## src/rtl/decode_pkg.sv

```systemverilog
// Shared definitions for the RV32I/RV64I decode stage.
// Contents:
//   - major opcode constants (instr[6:0])
//   - type_idx_e : bit position of each class inside the one-hot type vector
//   - imm_fmt_e  : immediate layout selector for imm_gen
//   - decoded_t  : one decoded instruction, used for the OUT and SKID registers
package decode_pkg;

  localparam int NUM_TYPES = 13;

  // pc and imm are stored at the widest supported XLEN; narrower
  // configurations use only the low XLEN bits.
  localparam int MAX_XLEN = 64;

  localparam logic [6:0] OPC_R       = 7'b0110011;
  localparam logic [6:0] OPC_I       = 7'b0010011;
  localparam logic [6:0] OPC_LOAD    = 7'b0000011;
  localparam logic [6:0] OPC_STORE   = 7'b0100011;
  localparam logic [6:0] OPC_BRANCH  = 7'b1100011;
  localparam logic [6:0] OPC_JALR    = 7'b1100111;
  localparam logic [6:0] OPC_JAL     = 7'b1101111;
  localparam logic [6:0] OPC_LUI     = 7'b0110111;
  localparam logic [6:0] OPC_AUIPC   = 7'b0010111;
  localparam logic [6:0] OPC_FENCE   = 7'b0001111;
  localparam logic [6:0] OPC_SYSTEM  = 7'b1110011;
  localparam logic [6:0] OPC_OP32    = 7'b0111011;
  localparam logic [6:0] OPC_OPIMM32 = 7'b0011011;

  typedef enum logic [3:0] {
    T_R, T_I, T_LOAD, T_STORE, T_BRANCH, T_JALR, T_JAL,
    T_LUI, T_AUIPC, T_FENCE, T_SYSTEM, T_OP32, T_OPIMM32
  } type_idx_e;

  typedef enum logic [2:0] {
    FMT_I, FMT_S, FMT_B, FMT_U, FMT_J, FMT_NONE
  } imm_fmt_e;

  typedef struct packed {
    logic [MAX_XLEN-1:0]  pc;
    logic [NUM_TYPES-1:0] typ;
    logic                 illegal;
    logic [4:0]           rd;
    logic [4:0]           rs1;
    logic [4:0]           rs2;
    logic [2:0]           funct3;
    logic [6:0]           funct7;
    logic [MAX_XLEN-1:0]  imm;
  } decoded_t;

endpackage

```

## src/rtl/instr_decode_stage_imm_gen.sv

```systemverilog
// Immediate generator (purely combinational).
// Ports:
//   instr_i  : instruction bits 31:7 (the opcode never contributes to an immediate)
//   fmt_i    : immediate layout
//   imm_o    : immediate sign-extended from instr bit 31 to XLEN, 0 for FMT_NONE
module imm_gen
  import decode_pkg::*;
#(
  parameter int XLEN = 32
) (
  input  logic [31:7]     instr_i,
  input  imm_fmt_e        fmt_i,
  output logic [XLEN-1:0] imm_o
);

  logic [31:0]            imm32;
  logic signed [XLEN-1:0] imm_sext;

  always_comb begin
    imm32 = '0;
    case (fmt_i)
      FMT_I:   imm32 = {{20{instr_i[31]}}, instr_i[31:20]};
      FMT_S:   imm32 = {{20{instr_i[31]}}, instr_i[31:25], instr_i[11:7]};
      FMT_B:   imm32 = {{19{instr_i[31]}}, instr_i[31], instr_i[7],
                        instr_i[30:25], instr_i[11:8], 1'b0};
      FMT_U:   imm32 = {instr_i[31:12], 12'b0};
      FMT_J:   imm32 = {{11{instr_i[31]}}, instr_i[31], instr_i[19:12],
                        instr_i[20], instr_i[30:21], 1'b0};
      default: imm32 = '0;
    endcase
    // Signed assignment widens to XLEN by replicating bit 31.
    imm_sext = $signed(imm32);
    imm_o    = imm_sext;
  end

endmodule

```

## src/rtl/instr_decode_stage.sv

```systemverilog
// Registered RV32I/RV64I decode stage with a 2-entry skid buffer.
// Ports:
//   clk_i, rst_i            : clock, synchronous active-high reset
//   flush_i                 : drop held and incoming instructions
//   in_valid_i/in_ready_o   : fetch-side handshake; instr_i, pc_i
//   out_valid_o/out_ready_i : issue-side handshake
//   out_pc_o, type_o (one-hot), illegal_o, rd_o, rs1_o, rs2_o,
//   funct3_o, funct7_o, imm_o : decoded fields of the head instruction
module instr_decode_stage
  import decode_pkg::*;
#(
  parameter int XLEN = 32
) (
  input  logic                 clk_i,
  input  logic                 rst_i,
  input  logic                 flush_i,
  input  logic                 in_valid_i,
  output logic                 in_ready_o,
  input  logic [31:0]          instr_i,
  input  logic [XLEN-1:0]      pc_i,
  output logic                 out_valid_o,
  input  logic                 out_ready_i,
  output logic [XLEN-1:0]      out_pc_o,
  output logic [NUM_TYPES-1:0] type_o,
  output logic                 illegal_o,
  output logic [4:0]           rd_o,
  output logic [4:0]           rs1_o,
  output logic [4:0]           rs2_o,
  output logic [2:0]           funct3_o,
  output logic [6:0]           funct7_o,
  output logic [XLEN-1:0]      imm_o
);

  localparam logic [1:0] S_EMPTY = 2'b00;
  localparam logic [1:0] S_ONE   = 2'b01;
  localparam logic [1:0] S_TWO   = 2'b10;

  logic [1:0]           state_q, state_d;
  decoded_t             out_q, out_d;
  decoded_t             skid_q, skid_d;
  decoded_t             dec;
  logic [NUM_TYPES-1:0] type_vec;
  logic                 illegal;
  imm_fmt_e             fmt;
  logic [XLEN-1:0]      imm_x;
  logic                 in_fire;
  logic                 out_fire;

  // Class decode. Any illegal condition forces the class vector to zero and
  // the immediate format to NONE, so illegal instructions carry imm 0.
  always_comb begin
    type_vec = '0;
    illegal  = 1'b0;
    fmt      = FMT_NONE;
    case (instr_i[6:0])
      OPC_R:       type_vec[T_R] = 1'b1;
      OPC_I:       begin type_vec[T_I]      = 1'b1; fmt = FMT_I; end
      OPC_LOAD:    begin type_vec[T_LOAD]   = 1'b1; fmt = FMT_I; end
      OPC_STORE:   begin type_vec[T_STORE]  = 1'b1; fmt = FMT_S; end
      OPC_BRANCH:  begin type_vec[T_BRANCH] = 1'b1; fmt = FMT_B; end
      OPC_JALR: begin
        type_vec[T_JALR] = 1'b1;
        fmt              = FMT_I;
        illegal          = (instr_i[14:12] != 3'b000);
      end
      OPC_JAL:     begin type_vec[T_JAL]    = 1'b1; fmt = FMT_J; end
      OPC_LUI:     begin type_vec[T_LUI]    = 1'b1; fmt = FMT_U; end
      OPC_AUIPC:   begin type_vec[T_AUIPC]  = 1'b1; fmt = FMT_U; end
      OPC_FENCE:   begin type_vec[T_FENCE]  = 1'b1; fmt = FMT_I; end
      OPC_SYSTEM:  begin type_vec[T_SYSTEM] = 1'b1; fmt = FMT_I; end
      OPC_OP32: begin
        type_vec[T_OP32] = 1'b1;
        illegal          = (XLEN != 64);
      end
      OPC_OPIMM32: begin
        type_vec[T_OPIMM32] = 1'b1;
        fmt                 = FMT_I;
        illegal             = (XLEN != 64);
      end
      default:     illegal = 1'b1;
    endcase
    if (instr_i[1:0] != 2'b11) illegal = 1'b1;
    if (illegal) begin
      type_vec = '0;
      fmt      = FMT_NONE;
    end
  end

  imm_gen #(.XLEN(XLEN)) u_imm_gen (
    .instr_i (instr_i[31:7]),
    .fmt_i   (fmt),
    .imm_o   (imm_x)
  );

  always_comb begin
    dec                = '0;
    dec.pc[XLEN-1:0]   = pc_i;
    dec.typ            = type_vec;
    dec.illegal        = illegal;
    dec.rd             = instr_i[11:7];
    dec.rs1            = instr_i[19:15];
    dec.rs2            = instr_i[24:20];
    dec.funct3         = instr_i[14:12];
    dec.funct7         = instr_i[31:25];
    dec.imm[XLEN-1:0]  = imm_x;
  end

  // in_ready depends only on the registered state (and reset), never on
  // out_ready_i, so there is no combinational path through the stage.
  assign in_ready_o  = (state_q != S_TWO) && !rst_i;
  assign out_valid_o = (state_q != S_EMPTY);
  assign in_fire     = in_valid_i && in_ready_o;
  assign out_fire    = out_valid_o && out_ready_i;

  // Skid state machine. OUT always holds the oldest instruction; SKID only
  // fills when OUT is stalled, and drains into OUT when OUT is taken.
  always_comb begin
    state_d = state_q;
    out_d   = out_q;
    skid_d  = skid_q;
    case (state_q)
      S_EMPTY: begin
        if (in_fire) begin
          state_d = S_ONE;
          out_d   = dec;
        end
      end
      S_ONE: begin
        if (out_fire && in_fire) begin
          out_d = dec;
        end else if (out_fire) begin
          state_d = S_EMPTY;
        end else if (in_fire) begin
          state_d = S_TWO;
          skid_d  = dec;
        end
      end
      S_TWO: begin
        if (out_fire) begin
          state_d = S_ONE;
          out_d   = skid_q;
        end
      end
      default: state_d = S_EMPTY;
    endcase
    if (flush_i) state_d = S_EMPTY;
  end

  always_ff @(posedge clk_i) begin
    if (rst_i) begin
      state_q <= S_EMPTY;
      out_q   <= '0;
      skid_q  <= '0;
    end else begin
      state_q <= state_d;
      out_q   <= out_d;
      skid_q  <= skid_d;
    end
  end

  assign out_pc_o  = out_q.pc[XLEN-1:0];
  assign type_o    = out_q.typ;
  assign illegal_o = out_q.illegal;
  assign rd_o      = out_q.rd;
  assign rs1_o     = out_q.rs1;
  assign rs2_o     = out_q.rs2;
  assign funct3_o  = out_q.funct3;
  assign funct7_o  = out_q.funct7;
  assign imm_o     = out_q.imm[XLEN-1:0];

endmodule

```

## config.mk

```make
export PLATFORM = sky130hd
export DESIGN_NAME = instr_decode_stage
export DESIGN_NICKNAME = d
export VERILOG_FILES = /design/src/rtl/decode_pkg.sv /design/src/rtl/instr_decode_stage_imm_gen.sv /design/src/rtl/instr_decode_stage.sv
export SDC_FILE = /design/constraint.sdc
export NUM_CORES = 1
export LEC_CHECK = 0
export CAP_MARGIN = 20
export CORE_MARGIN = 3
export CORE_UTILIZATION = 25
export DETAILED_ROUTE_END_ITERATION = 8
export SKIP_CTS_REPAIR_TIMING = 1
export SLEW_MARGIN = 20
export SYNTH_ARGS = -nofsm -noshare
export SYNTH_HDL_FRONTEND = slang
export SYNTH_SLANG_ARGS = --single-unit
```

## constraint.sdc

```tcl
create_clock -name clk_i -period 5.4 [get_ports clk_i]
set_clock_uncertainty 0.1 [all_clocks]
set_input_delay 1.08 -clock clk_i [delete_from_list [all_inputs] [get_ports clk_i]]
set_output_delay 1.08 -clock clk_i [all_outputs]
set_load 0.02 [all_outputs]
```

==> flow_summary.json, run 1 <==
{
  "total_power_mw": 3.70,
  "clockBufferDepth": 3,
  "layout_setup_ws_ns": 1.63,
  "hold_violations": 0,
  "grt_pass1_wl_mm": 43.0,
  "nets": 1253,
  "pre_cts_ws_ns": 1.09,
  "fin_crit_ns": 3.77,
  "drive_above_1_share": 0.0459,
  "cts_tree": "yes",
  "rows": 67,
  "synthFlopType": "dfxtp_1",
  "syn_area_sq_mm": 0.00856,
  "clk_latency_ns": 0.52,
  "crit_type": "input port to output port",
  "cts-root-buf": "clkbuf_16",
  "grt_max_degree": 108,
  "synth_top_area_share": 0.487,
  "syn_inst": 1076,
  "cap_violations": 0,
  "grt_pass1_vias": 7633,
  "rsz0062_at_grt": "no",
  "crit-reg2reg-launch": "state_q[1]",
  "fin_crit_sh": 0.699,
  "relSlewSlack": 0.227,
  "async_flop_share": 0,
  "num_vias": 8040,
  "dieArea_sq_mm": 0.0365,
  "ant_nets": 0,
  "core_sq_mm": 0.0336,
  "synthDistinctLibCells": 48,
  "vdd_drop_max_v": 0.000241,
  "leakagePower_nw": 3.80,
  "power.density_mw_per_mm2": 326,
  "worstSetupStartpoint": "rst_i",
  "first_iter_violations": 478,
  "final_common_cell": "nand2_1",
  "synthToLayoutAreaGrowth_pct": 32.7,
  "synth_nets": 1145,
  "crit_path_start_kind": "input port",
  "place.gp.congestion": 0.773,
  "track_usage": 0.145,
  "antenna_found_initial": 1,
  "cp.arrival_ns": 2.59,
  "setup_viol": 0,
  "hold_path_class": "flip-flop to flip-flop",
  "drt_wl_total_mm": 27.4,
  "ys_warn_count": 0,
  "tns_ns": 0,
  "synth_edf_count": 0,
  "die_y_um": 191,
  "synth_area_leader_cell": "dfxtp_1",
  "portBuffers": 173,
  "htree_num_levels": 1,
  "worstHoldStart": "type_o[12]",
  "end_kind": "output port",
  "pin_count": 174,
  "layout_common_cells": "nand2_1, dfxtp_1, clkdlybuf4s50_1",
  "dieWidth_um": 191,
  "post-dp-hpwl_mm": 17.1,
  "wl_per_cell_um": 16.6,
  "critPathMaxFanout": 107,
  "syn_area_per_cell_sq_um": 7.95,
  "cts_buffers": 24,
  "grt-ovfl-total": 0,
  "fmax_mhz": 265,
  "status": "finished clean",
  "crit_required_ns": 4.22,
  "worst_slew_pin_slew_ns": 1.15,
  "drv_slew": 0,
  "viasPerCell": 4.88,
  "yosysSeqAreaShare": 0.487,
  "firstDrtPassIters": 7,
  "cts_sinks": 208,
  "synth_area_leaders": "dfxtp_1, nand2_1, a311oi_1",
  "initial_core_util": 0.255,
  "clk_pin_slew_ns": 0.06,
  "synth-seq-cells": 208,
  "drc": 0
}
[worst max-delay path: stages]
cell and delay [ns]:
buf_6 0.57, nor2_1 0.27, clkdlybuf4s50_1 0.61
[metrics by stage]
stage,hold slack [ns],instances,utilization,area [sq um]
floorplan,0.332,1076,-,8560
detailed placement,0.347,1604,0.314,10600
finish,0.353,1646,0.338,11400
global placement,0.342,1604,0.314,10600
CTS,0.355,1643,0.336,11300
global route,0.371,1646,0.338,11400
[synthesized netlist by cell type (2+ instances only)]
master,count
and2_1,3
nand2b_1,2
a311oi_1,64
nor3_1,19
or3_1,2
clkbuf_1,73
nand4_1,10
a21oi_1,94
and3b_1,3
a31oi_1,5
nor2_1,120
o21ai_0,20
dfxtp_1,208
a211oi_1,38
nand2_1,296
buf_4,2
nand3_1,17
a221oi_1,11
a32oi_1,2
a21o_1,2
buf_2,22
mux2i_1,2
nand3b_1,8
or4bb_1,10
a22o_1,4
o221ai_1,8
nor2b_1,5
buf_1,2
inv_1,2
nor3b_1,4
[state kept, by name (all words and copies together), names as in the netlist]
name / count
rs2_o: 5
state_q: 2
rd_o: 5
illegal_o: 1
skid_q: 103
type_o: 13
out_pc_o: 32
funct7_o: 7
funct3_o: 3
rs1_o: 5
imm_o: 32
[final timing paths]
path                end  slack (ns)  cells past startpoint
max          in_ready_o        1.63                      3
min          type_o[12]        0.35                      2
max reg2reg  skid_q[18]        2.30                      4
min reg2reg  type_o[12]        0.35                      2
[cell type report]
| class | count | area, sq um |
|---|---|---|
| Tap cell | 448 | 561 |
| Antenna cell | 1 | 2.50 |
| Clock buffer | 37 | 721 |
| Timing Repair Buffer | 182 | 1860 |
| Multi-Input combinational cell | 766 | 4030 |
| Clock inverter | 2 | 10.0 |
| Sequential cell | 208 | 4160 |
| Inverter | 2 | 7.51 |
| Fill cell | 3445 | 22300 |
[metal layers]
layer / part of all wire / up-vias / global-route usage
met5: 0 / - / 0
li1: - / 3970 / -
met2: 0.47 / 221 / 0.237
met1: 0.44 / 3813 / 0.193
met3: 0.064 / 36 / 0.0293
met4: 0.025 / 0 / 0.0421
[report_power, final]
part / leakage (nW) / internal [mW] / switching, mW
sequential: 1.70 / 1.61 / 0.0432
combinational: 1.74 / 0.230 / 0.290
clock: 0.360 / 0.906 / 0.629
total: 3.80 / 2.74 / 0.962
[logic make-up (layout without fill, tap and decap cells)]
kind of cell / Yosys count / after routing / share of synthesized area
AND/OR/NAND/NOR: 507 / 507 / 0.254
other: 0 / 1 / 0
AO/OA/AOI/OAI: 256 / 256 / 0.206
flip-flops: 208 / 208 / 0.487
multiplexers: 2 / 2 / 0.00234
XOR/XNOR: 1 / 1 / 0.00102
buffers and inverters: 102 / 223 / 0.0497
Note: power is estimated with default switching activity, not from simulation.
==> run 2, diff against run 1 <==
clock period = 3.7 ns   (was 5.4 ns; I/O delays follow)
==> run 2 against run 1 <==
Core utilization increased by 0.49 points. Worst hold slack about the same. Power increased by 50%. Clock power increased by 56%. Global-route usage increased by 0.24 points. Cell area increased by 1.5%. Non-clock buffer count increased by 15. Flip-flop and latch count unchanged. Critical path depth increased by 2. Critical path type is now input port to flip-flop. Critical endpoint is now imm_o[26].
==> flow_summary.json, run 2 (synthesis results as in run 1) <==
{
  "status": "finished clean",
  "vdd_drop_max_v": 0.000295,
  "firstDrtPassIters": 5,
  "power_report.internal_total_mw": 4.10,
  "portBuffers": 173,
  "drive_above_1_share": 0.0608,
  "largest_register_ffs": 103,
  "crit_required_ns": 3.94,
  "met1_length_mm": 12.7,
  "drc": 0,
  "die_y_um": 191,
  "critPathMaxFanout": 11,
  "track_usage": 0.147,
  "max_flop_register": "skid_q",
  "critPathTopFamily": "compound AO/OA/AOI/OAI gates",
  "worstSetupStartpoint": "instr_i[2]",
  "drv_slew": 0,
  "path_buf_inv": 1,
  "ant_nets": 0,
  "pin_count": 174,
  "post-dp-hpwl_mm": 17.6,
  "worstHoldStart": "skid_q[132]",
  "first_iter_violations": 567,
  "antenna_found_initial": 2,
  "core_sq_mm": 0.0336,
  "clockBufferDepth": 3,
  "cts_sinks": 208,
  "fin_crit_sh": 0.833,
  "reg2regPathDepth": 6,
  "num_vias": 8157,
  "place.gp.congestion": 0.791,
  "met3_length_mm": 1.90,
  "rsz0062_at_grt": "no",
  "initial_core_util": 0.255,
  "multiInputGateArea_sq_mm": 0.00402,
  "power.density_mw_per_mm2": 484,
  "cp.arrival_ns": 3.33,
  "cap_violations": 0,
  "pwr-share-clk": 0.430,
  "setup_viol": 0,
  "layout_setup_ws_ns": 0.618,
  "grt_pass1_wl_mm": 43.7,
  "dieWidth_um": 191,
  "cts-root-buf": "clkbuf_16",
  "swShare": 0.264,
  "max_stage_delay_ns": 1.01,
  "fillers": 3413,
  "wl_per_cell_um": 16.7,
  "finalNonFillerCells": 1667,
  "fmax_mhz": 324,
  "nets": 1269,
  "hold_path_class": "flip-flop to flip-flop",
  "pre_cts_ws_ns": 0.0963,
  "grt_pass1_vias": 7777,
  "layout_common_cells": "nand2_1, dfxtp_1, clkdlybuf4s50_1",
  "crit_path_end": "imm_o[26]",
  "final_common_cell": "nand2_1",
  "reg2reg_slack_ns": 1.08,
  "crit_type": "input port to flip-flop",
  "clk_pin_slew_ns": 0.06,
  "rows": 67,
  "hold_violations": 0,
  "htree_num_levels": 1,
  "leakagePower_nw": 3.89,
  "end_kind": "flip-flop",
  "grt_max_degree": 103,
  "viasPerCell": 4.89,
  "routed.top_layer": "met4",
  "synthToLayoutAreaGrowth_pct": 34.6,
  "crit_slowest_cell": "a31oi_1",
  "seqCellArea_sq_mm": 0.00416,
  "dp_cells": 1621,
  "worstPathCellList": "clkdlybuf4s50_1 > and4b_1 > nand3_1 > a31oi_1 > a221oi_1",
  "clk_latency_ns": 0.52,
  "fin_crit_ns": 3.08,
  "r2r-end": "imm_o[27]",
  "wl_met2_mm": 12.3,
  "crit_path_start_kind": "input port",
  "dieArea_sq_mm": 0.0365,
  "tns_ns": 0,
  "combinationalPowerShare": 0.138,
  "worst_slew_pin_slew_ns": 1.13,
  "grt-ovfl-total": 0,
  "cts_tree": "yes",
  "seqPwrFrac": 0.432,
  "cts_buffers": 25,
  "switching_power_mw": 1.47,
  "drt_wl_total_mm": 27.9,
  "crit-reg2reg-launch": "state_q[1]",
  "worstSetupPathDepth": 5,
  "relSlewSlack": 0.241
}
run 2: changes by cell type in the layout (fill, tap and decap cells not counted), sizes merged:
| cell | before | now |
|---|---|---|
| buf | 10 | 25 |
| bufinv | 0 | 1 |
| clkinvlp | 0 | 2 |
| diode | 1 | 2 |
| inv | 2 | 4 |
run 2: cell type report:
class,count,share of cell area
sequential,208,0.362
multi-input combinational,766,0.349
timing repair buffer,197,0.170
clock buffer,37,0.0626
tap,448,0.0487
clock inverter,7,0.00630
inverter,2,0.000652
antenna,2,0.000435
run 2: worst reg2reg max path, cell delays in order, from the launching register on:
cell and delay, ns:
dfxtp_1 0.50, or3b_2 0.61, a21oi_1 0.35, a21o_4 0.17, buf_12 0.28, o21ai_0 0.17, a221oi_1 0.33
run 2: routing by layer:
| layer | track usage | vias up |
|---|---|---|
| met2 | 0.227 | 230 |
| met5 | 0 | - |
| met1 | 0.202 | 3852 |
| met4 | 0.0542 | 0 |
| li1 | - | 4022 |
| met3 | 0.0304 | 53 |
run 2: worst min path at each step:
stage | endpoint | slack [ns] | cells after the start
global placement | skid_q[92] | 0.34 | 2
CTS | skid_q[134] | 0.35 | 2
global route | skid_q[108] | 0.37 | 2
finish | skid_q[132] | 0.35 | 2
detailed placement | skid_q[134] | 0.35 | 2
floorplan | skid_q[89] | 0.33 | 2
run 2: per-stage QoR:
step	util	instance area, sq um	power, mW	hold WS (ns)
detailed placement	0.319	10700	3.23	0.347
CTS	0.342	11500	5.65	0.354
global route	0.343	11500	5.81	0.368
floorplan	-	8560	2.84	0.332
global placement	0.319	10700	3.22	0.342
finish	0.343	11500	5.57	0.353
run 2: power by group through the flow:
| stage | Sequential (mW) | Clock, mW | Combinational, mW |
|---|---|---|---|
| after detailed placement | 2.46 | 0 | 0.772 |
| after floorplan | 2.55 | 0 | 0.284 |
| after global routing | 2.42 | 2.55 | 0.832 |
| after global placement | 2.46 | 0 | 0.766 |
| after CTS | 2.41 | 2.47 | 0.776 |
| final | 2.41 | 2.40 | 0.768 |
==> run 3, diff against run 2 <==
clock period = 2.6 ns   (was 3.7 ns; I/O delays follow)
==> run 3 against run 2 <==
Routed wire length grew 1.9%. First-iteration DRC count decreased by 2.8%. Sequential share of layout area down 1.6 points. Cell count increased by 2.6%. Critical endpoint is now out_valid_o.
==> flow_summary.json, run 3 (synthesis results as in run 1) <==
{
  "status": "finished clean",
  "power.density_mw_per_mm2": 676,
  "die_y_um": 191,
  "reg2reg_slack_ns": 0.45,
  "crit_type": "flip-flop to output port",
  "rows": 67,
  "leakagePower_nw": 4.20,
  "min_delay_worst_endpoint": "skid_q[11]",
  "core_sq_mm": 0.0336,
  "fin_crit_sh": 0.972,
  "crit-reg2reg-launch": "state_q[1]",
  "htree_num_levels": 1,
  "first_iter_violations": 551,
  "pin_count": 174,
  "worst_slew_pin_slew_ns": 1.05,
  "ant_nets": 0,
  "drc": 0,
  "grt-ovfl-total": 0,
  "vdd_drop_max_v": 0.000406,
  "grt_max_degree": 206,
  "reg2regPathDepth": 4,
  "dieArea_sq_mm": 0.0365,
  "cts_buffers": 25,
  "post-dp-hpwl_mm": 18.6,
  "wl_per_cell_um": 16.6,
  "hold_depth": 2,
  "fmax_mhz": 396,
  "firstDrtPassIters": 5,
  "max_flop_register": "skid_q",
  "largest_register_ffs": 103,
  "crit_path_start_kind": "flip-flop",
  "place.gp.congestion": 0.864,
  "grt_pass1_wl_mm": 44.3,
  "synthToLayoutAreaGrowth_pct": 40.8,
  "portBuffers": 173,
  "rsz0062_at_grt": "no",
  "clk_pin_slew_ns": 0.06,
  "dpl-instance-area_sq_mm": 0.0112,
  "cap_violations": 0,
  "dieWidth_um": 191,
  "relSlewSlack": 0.297,
  "final_common_cell": "nand2_1",
  "drv_slew": 0,
  "worstHoldStart": "rst_i",
  "power_report.internal_total_mw": 6.05,
  "swShare": 0.258,
  "drive_above_1_share": 0.0975,
  "antenna_found_initial": 1,
  "postLayoutCellArea_sq_mm": 0.0120,
  "clockBufferDepth": 3,
  "cts_sinks": 208,
  "pwr-share-clk": 0.436,
  "hold_path_class": "input port to flip-flop",
  "track_usage": 0.151,
  "drt_wl_total_mm": 28.4,
  "fin_crit_ns": 2.53,
  "seqPwrFrac": 0.420,
  "setup_viol": 0,
  "combinationalPowerShare": 0.144,
  "num_vias": 8308,
  "viasPerCell": 4.86,
  "layout_common_cells": "nand2_1, dfxtp_1, clkdlybuf4s50_1",
  "initial_core_util": 0.255,
  "cts_tree": "yes",
  "clk_latency_ns": 0.52,
  "cp.arrival_ns": 1.91,
  "crit_required_ns": 1.98,
  "nets": 1315,
  "switching_power_mw": 2.10,
  "grt_pass1_vias": 7730,
  "whs_ns": 0.117,
  "end_kind": "output port",
  "cts-root-buf": "clkbuf_16",
  "r2r-end": "illegal_o",
  "hold_violations": 0,
  "critPathMaxFanout": 11
}
==> run 3: worst max-delay path, cell delays in order, from the launching register on <==
cell and delay (ns):
dfxtp_2 0.38, buf_4 0.19, or2_2 0.27, clkdlybuf4s50_1 0.54
==> run 3: per-stage QoR <==
step / worst slack (ns) / cells / power, mW / utilization / TNS (ns)
floorplan: 0.388 / 1076 / 4.04 / - / 0
global placement: -0.328 / 1667 / 4.66 / 0.333 / -18.34
detailed placement: -0.349 / 1667 / 4.67 / 0.333 / -19.05
CTS: -0.129 / 1710 / 8.28 / 0.358 / -0.185
global route: 0.0128 / 1711 / 8.49 / 0.358 / 0
finish: 0.0734 / 1711 / 8.15 / 0.358 / 0
==> run 3: routing by layer <==
layer  global-route usage  share of wire
met4               0.0409          0.022
met1                0.207           0.45
met2                0.241           0.46
met3               0.0317          0.064
met5                    0              0
==> run 3: layout make-up <==
class	count	area, sq um
diodes	1	2.50
flip-flops and latches	208	4170
clock buffers	33	696
inverters	2	7.51
well taps	448	561
clock inverters	10	131
multi-input cells	766	4020
fillers	3417	21600
repair buffers	243	2460
==> run 3: worst max path at each step <==
| stage | from | endpoint | slack (ns) | depth (start not counted) |
|---|---|---|---|---|
| final | state_q[1] | out_valid_o | 0.07 | 3 |
| after global routing | state_q[1] | out_valid_o | 0.01 | 3 |
| after CTS | state_q[1] | in_ready_o | -0.13 | 4 |
| after detailed placement | instr_i[4] | imm_o[12] | -0.35 | 7 |
| after global placement | instr_i[4] | imm_o[18] | -0.33 | 7 |
| after floorplan | instr_i[2] | imm_o[31] | 0.39 | 8 |
==> run 3: power groups by stage <==
stage	registers (mW)	clock network [mW]	logic, mW
2_1_floorplan	3.64	0	0.404
3_3_place_gp	3.49	0	1.17
3_5_place_dp	3.49	0	1.18
4_1_cts	3.42	3.67	1.18
5_1_grt	3.44	3.78	1.27
6_report	3.42	3.55	1.17
